**config.mk**
```make
export PLATFORM = sky130hd
export DESIGN_NAME = d_down_counter
export DESIGN_NICKNAME = d
export VERILOG_FILES = /design/src/rtl/d_down_counter.sv
export SDC_FILE = /design/constraint.sdc
export NUM_CORES = 1
export LEC_CHECK = 0
export BUFFER_PORTS_ARGS = -buffer_cell sky130_fd_sc_hd__buf_2
export CORE_MARGIN = 2
export CORE_UTILIZATION = 56
export CTS_BUF_LIST = sky130_fd_sc_hd__clkbuf_8
export DETAILED_ROUTE_END_ITERATION = 7
export PLACE_DENSITY = 0.87
export SLEW_MARGIN = 0
export SYNTH_ARGS = -nofsm -noshare
export SYNTH_HDL_FRONTEND = slang
export SYNTH_SLANG_ARGS = --single-unit
```
**constraint.sdc**
```tcl
create_clock -name CLK -period 3.25 [get_ports CLK]
set_input_delay 0.975 -clock CLK [delete_from_list [all_inputs] [get_ports CLK]]
set_output_delay 0.975 -clock CLK [all_outputs]
set_load 0.01 [all_outputs]
```
**src/rtl/d_down_counter.sv**
```systemverilog
// Loadable down-counter with IDLE/RUN/DONE control and a one-cycle terminal-count pulse.
// Optional auto-reload of the last loaded value is enabled by defining DOWN_COUNTER_RELOAD_EN.
module d_down_counter #(
  parameter int unsigned WIDTH = 8
) (
  input  logic             CLK,
  input  logic             Clear,
  input  logic             Load,
  input  logic [WIDTH-1:0] D,
  input  logic             Start,
  input  logic             Pause,
  output logic [WIDTH-1:0] Q,
  output logic             Busy,
  output logic             TC,
  output logic             Done
);

  typedef enum logic [1:0] {
    IDLE = 2'd0,
    RUN  = 2'd1,
    DONE = 2'd2
  } state_t;

  state_t state;

`ifdef DOWN_COUNTER_RELOAD_EN
  logic [WIDTH-1:0] reload;
`endif

  // Busy and Done decode directly from the state flop, so they are register outputs.
  assign Busy = (state == RUN);
  assign Done = (state == DONE);

  // Priority per edge: Clear, Load, Start, Pause, count.
  always_ff @(posedge CLK) begin
    if (!Clear) begin
      state <= IDLE;
      Q     <= '0;
      TC    <= 1'b0;
`ifdef DOWN_COUNTER_RELOAD_EN
      reload <= '0;
`endif
    end else begin
      TC <= 1'b0;
      if (Load) begin
        state <= IDLE;
        Q     <= D;
`ifdef DOWN_COUNTER_RELOAD_EN
        reload <= D;
`endif
      end else begin
        case (state)
          IDLE: begin
            if (Start) begin
              if (Q == '0) begin
                state <= DONE;
                TC    <= 1'b1;
              end else begin
                state <= RUN;
              end
            end
          end
          RUN: begin
            if (!Pause) begin
              if (Q == '0) begin
                // Only reachable in reload mode: the cycle after the terminal count.
`ifdef DOWN_COUNTER_RELOAD_EN
                if (reload != '0) begin
                  Q <= reload;
                end else begin
                  state <= DONE;
                end
`else
                state <= DONE;
`endif
              end else if (Q == WIDTH'(1)) begin
                Q  <= '0;
                TC <= 1'b1;
`ifndef DOWN_COUNTER_RELOAD_EN
                state <= DONE;
`endif
              end else begin
                Q <= Q - WIDTH'(1);
              end
            end
          end
          DONE: begin
            Q <= '0;
          end
          default: begin
            state <= IDLE;
            Q     <= '0;
          end
        endcase
      end
    end
  end

endmodule

```
==> impl_metrics.py <==
metrics = {
    "status": {
        "status": "finished, final reports clean",
    },
    "power_and_ir_drop": {
        "intPower_uw": 278.8,
        "p_sw_uw": 136.5,
        "vdd_drop_max_mv": 0.3231,
        "power_density_nw_per_um2": 444.3,
        "power.leakage_nw": 0.4022,
        "pwr-share-clk_pct": 32.7,
        "seqPwrFrac_pct": 37.7,
        "combPwrFrac_pct": 29.6,
        "swShare_pct": 32.86,
    },
    "worst_setup_path": {
        "crit_slowest_cell": "a311oi_2",
        "crit_path_end_kind": "flip-flop",
        "worstPathRequired_ns": 3.40,
        "cp.arrival_ns": 2.26,
        "critPathMaxFanout": 14,
        "path_cells": "buf_2 > a311oi_2 > a32oi_1 > o32ai_1",
        "cp-start-kind": "input pin",
        "crit_type": "in2reg",
        "critPathMaxStageDelay_ns": 0.66,
    },
    "synth": {
        "synth_compound_area_share_pct": 35.23,
        "synthMuxAreaShare_pct": 0,
        "synth_fa_ha_area_share_pct": 4.870,
        "ys_warn_count": 0,
        "yosysSeqAreaShare_pct": 28.57,
        "synth_top_family_by_area": "compound AO/OA/AOI/OAI gates",
        "synth_fp_nets": 107,
        "synth_cell_types": 33,
        "syn_area_per_cell_um2": 8.470,
        "synthCells": 91,
        "synthSimpleGateAreaFrac_pct": 25.00,
        "synth_seq_cells": 11,
        "synthesis.area_um2": 770.7,
        "synth_xor_area_share_pct": 0,
    },
    "sta": {
        "fmax_ghz": 0.4737,
        "worst_pin_slew_ns": 0.7058,
        "fin_crit_ns": 2.111,
        "relSlewSlack_pct": 52.95,
        "skew_ns": 0.008146,
        "fin_tns_setup_ns": 0,
        "drv_slew": 0,
        "rsz0062_at_grt": "no",
        "post-route-period-util_pct": 64.95,
        "hold_viol_final": 0,
        "setup_viol": 0,
    },
    "global_routing": {
        "grt_use_met3_pct": 4.891,
        "grt_pass1_wl_mm": 3.132,
        "grt-busiest-layer": "met2",
        "grtUsageMet1_pct": 36.81,
        "grt_max_degree": 15,
        "grt_pass1_vias": 728,
        "grt_overflow": 0,
        "met2_usage_pct": 46.48,
        "grt_antenna_before_repair": 0,
        "grtUsageTotal_pct": 28.38,
    },
    "die": {
        "core_um2": 1301,
        "start_util_pct": 59.23,
        "die_width_um": 41.10,
        "num_rows": 13,
        "fp.dieArea_um2": 1689,
        "ios": 24,
        "die_h_um": 41.10,
    },
    "finish": {
        "final_common_cell": "buf_2",
        "nNetsFinal": 133,
        "stdcell_area_um2": 934.6,
        "area_growth_pct": 21.27,
        "final_cell_mix": "buf_2, dfxtp_1, inv_1, nand2_1, a22oi_1",
        "drive_gt1_share_pct": 30.17,
        "diodes": 0,
    },
    "cts": {
        "cts-root-buf": "clkbuf_8",
        "path_clk_slew_ns": 0.05,
        "hold_buffers": 0,
        "cts_setup_buffers": 0,
        "clock_latency_ns": 0.24,
        "ctsLongestPathBuffers": 2,
        "cts_sinks": 11,
        "ctsResizeCount": 0,
        "ctsHtreeMaxLevel": 1,
        "tritoncts": "built",
        "numCtsBuffers": 3,
    },
    "routing": {
        "drt_wl_total_mm": 2.044,
        "num_vias": 869,
        "via_per_inst": 6.634,
        "avgRoutedWirePerCell_um": 15.60,
        "drtAntennaViolNets": 0,
        "drt_iter0_drc": 28,
        "drtPass1Iterations": 4,
        "drc": 0,
    },
    "flow_run": {
        "maxCapViolCount": 0,
    },
    "hold_path": {
        "hold_class": "reg2reg",
    },
    "placed_design": {
        "port-buffer-count": 23,
        "gp_congestion": 0.9377,
        "hpwl_mm": 1.476,
        "place_area_um2": 889.6,
    },
}
[layer usage]
layer / routed length (um) / vias up
li1: - / 414
met1: 901 / 410
met2: 964 / 39
met3: 144 / 6
met4: 33 / 0
met5: 0 / -
[flip-flops by register name, indices dropped and copies added, names as in the netlist]
signal	cells
Q	8
state	2
TC	1
[critical path, delay by kind of cell]
kind / cells / cell delay, ns
compound gates: 3 / 1.10
buf+inv: 1 / 0.18
[power groups by stage]
stage | logic (mW) | registers (mW) | clock network [mW]
after global placement | 0.116 | 0.159 | 0
after CTS | 0.121 | 0.156 | 0.136
final | 0.123 | 0.157 | 0.136
after detailed placement | 0.120 | 0.159 | 0
after global routing | 0.134 | 0.158 | 0.147
after floorplan | 0.0829 | 0.160 | 0
[synthesized netlist by cell type (all sizes together)]
cell     number  area share (%)
a211oi        2             1.9
a21o          1             1.1
a21oi         1            0.65
a221oi        2             3.1
a22oi         7             6.8
a311o         1             1.5
a311oi        1             1.9
a31oi         2             1.6
a32oi         6             6.8
a41oi         1             1.1
and2          1             1.1
buf           1             1.5
clkbuf        1            0.49
dfxtp        11              29
ha            3             4.9
inv           9             4.4
nand2        10             4.9
nand2b        3             2.4
nand3         4             2.6
nand3b        1            0.97
nor2          4             2.3
nor2b         2             1.6
nor3          4             2.6
nor4          3             4.4
nor4b         1             1.1
o2111ai       1             1.1
o21ba         1             1.3
o22ai         2             1.6
o32ai         4             4.5
or3           1            0.97
[layout make-up]
cell class	instances	area, um^2
multi-input cells	69	501.7
well taps	15	18.77
inverters	9	33.78
repair buffers	23	115.1
flip-flops and latches	11	220.2
clock inverters	1	3.754
clock buffers	3	41.29
fillers	110	366.6
[final timing paths]
check,slack (ns),startpoint,end,depth (start not counted)
worst max-delay path,1.14,Load,Q[2],4
worst max register to register,1.36,Q[1],Q[2],5
worst min register to register,0.53,Q[7],Q[7],2
worst min-delay path,0.53,Q[7],Q[7],2
[cell families (layout without fill, tap and decap cells)]
logic type	count (synthesis)	count (layout)
AO/OA/AOI/OAI	32	32
buffers and inverters	11	36
adder cells (fa/ha/maj)	3	3
flip-flops	11	11
AND/OR/NAND/NOR	34	34
[through the flow]
stage | setup WS, ns | std cells | total power, mW | hold WS [ns] | utilization [%]
3_5_place_dp | 0.9389 | 127 | 0.2789 | 0.5138 | 68.37
6_report | 1.139 | 131 | 0.4153 | 0.5327 | 71.83
3_3_place_gp | 0.9720 | 127 | 0.2748 | 0.5076 | 68.37
5_1_grt | 1.100 | 131 | 0.4395 | 0.5599 | 71.83
2_1_floorplan | 1.317 | 91 | 0.2434 | 0.4732 | -
4_1_cts | 1.176 | 131 | 0.4129 | 0.5244 | 71.83
(Power assumes the default switching activity.)
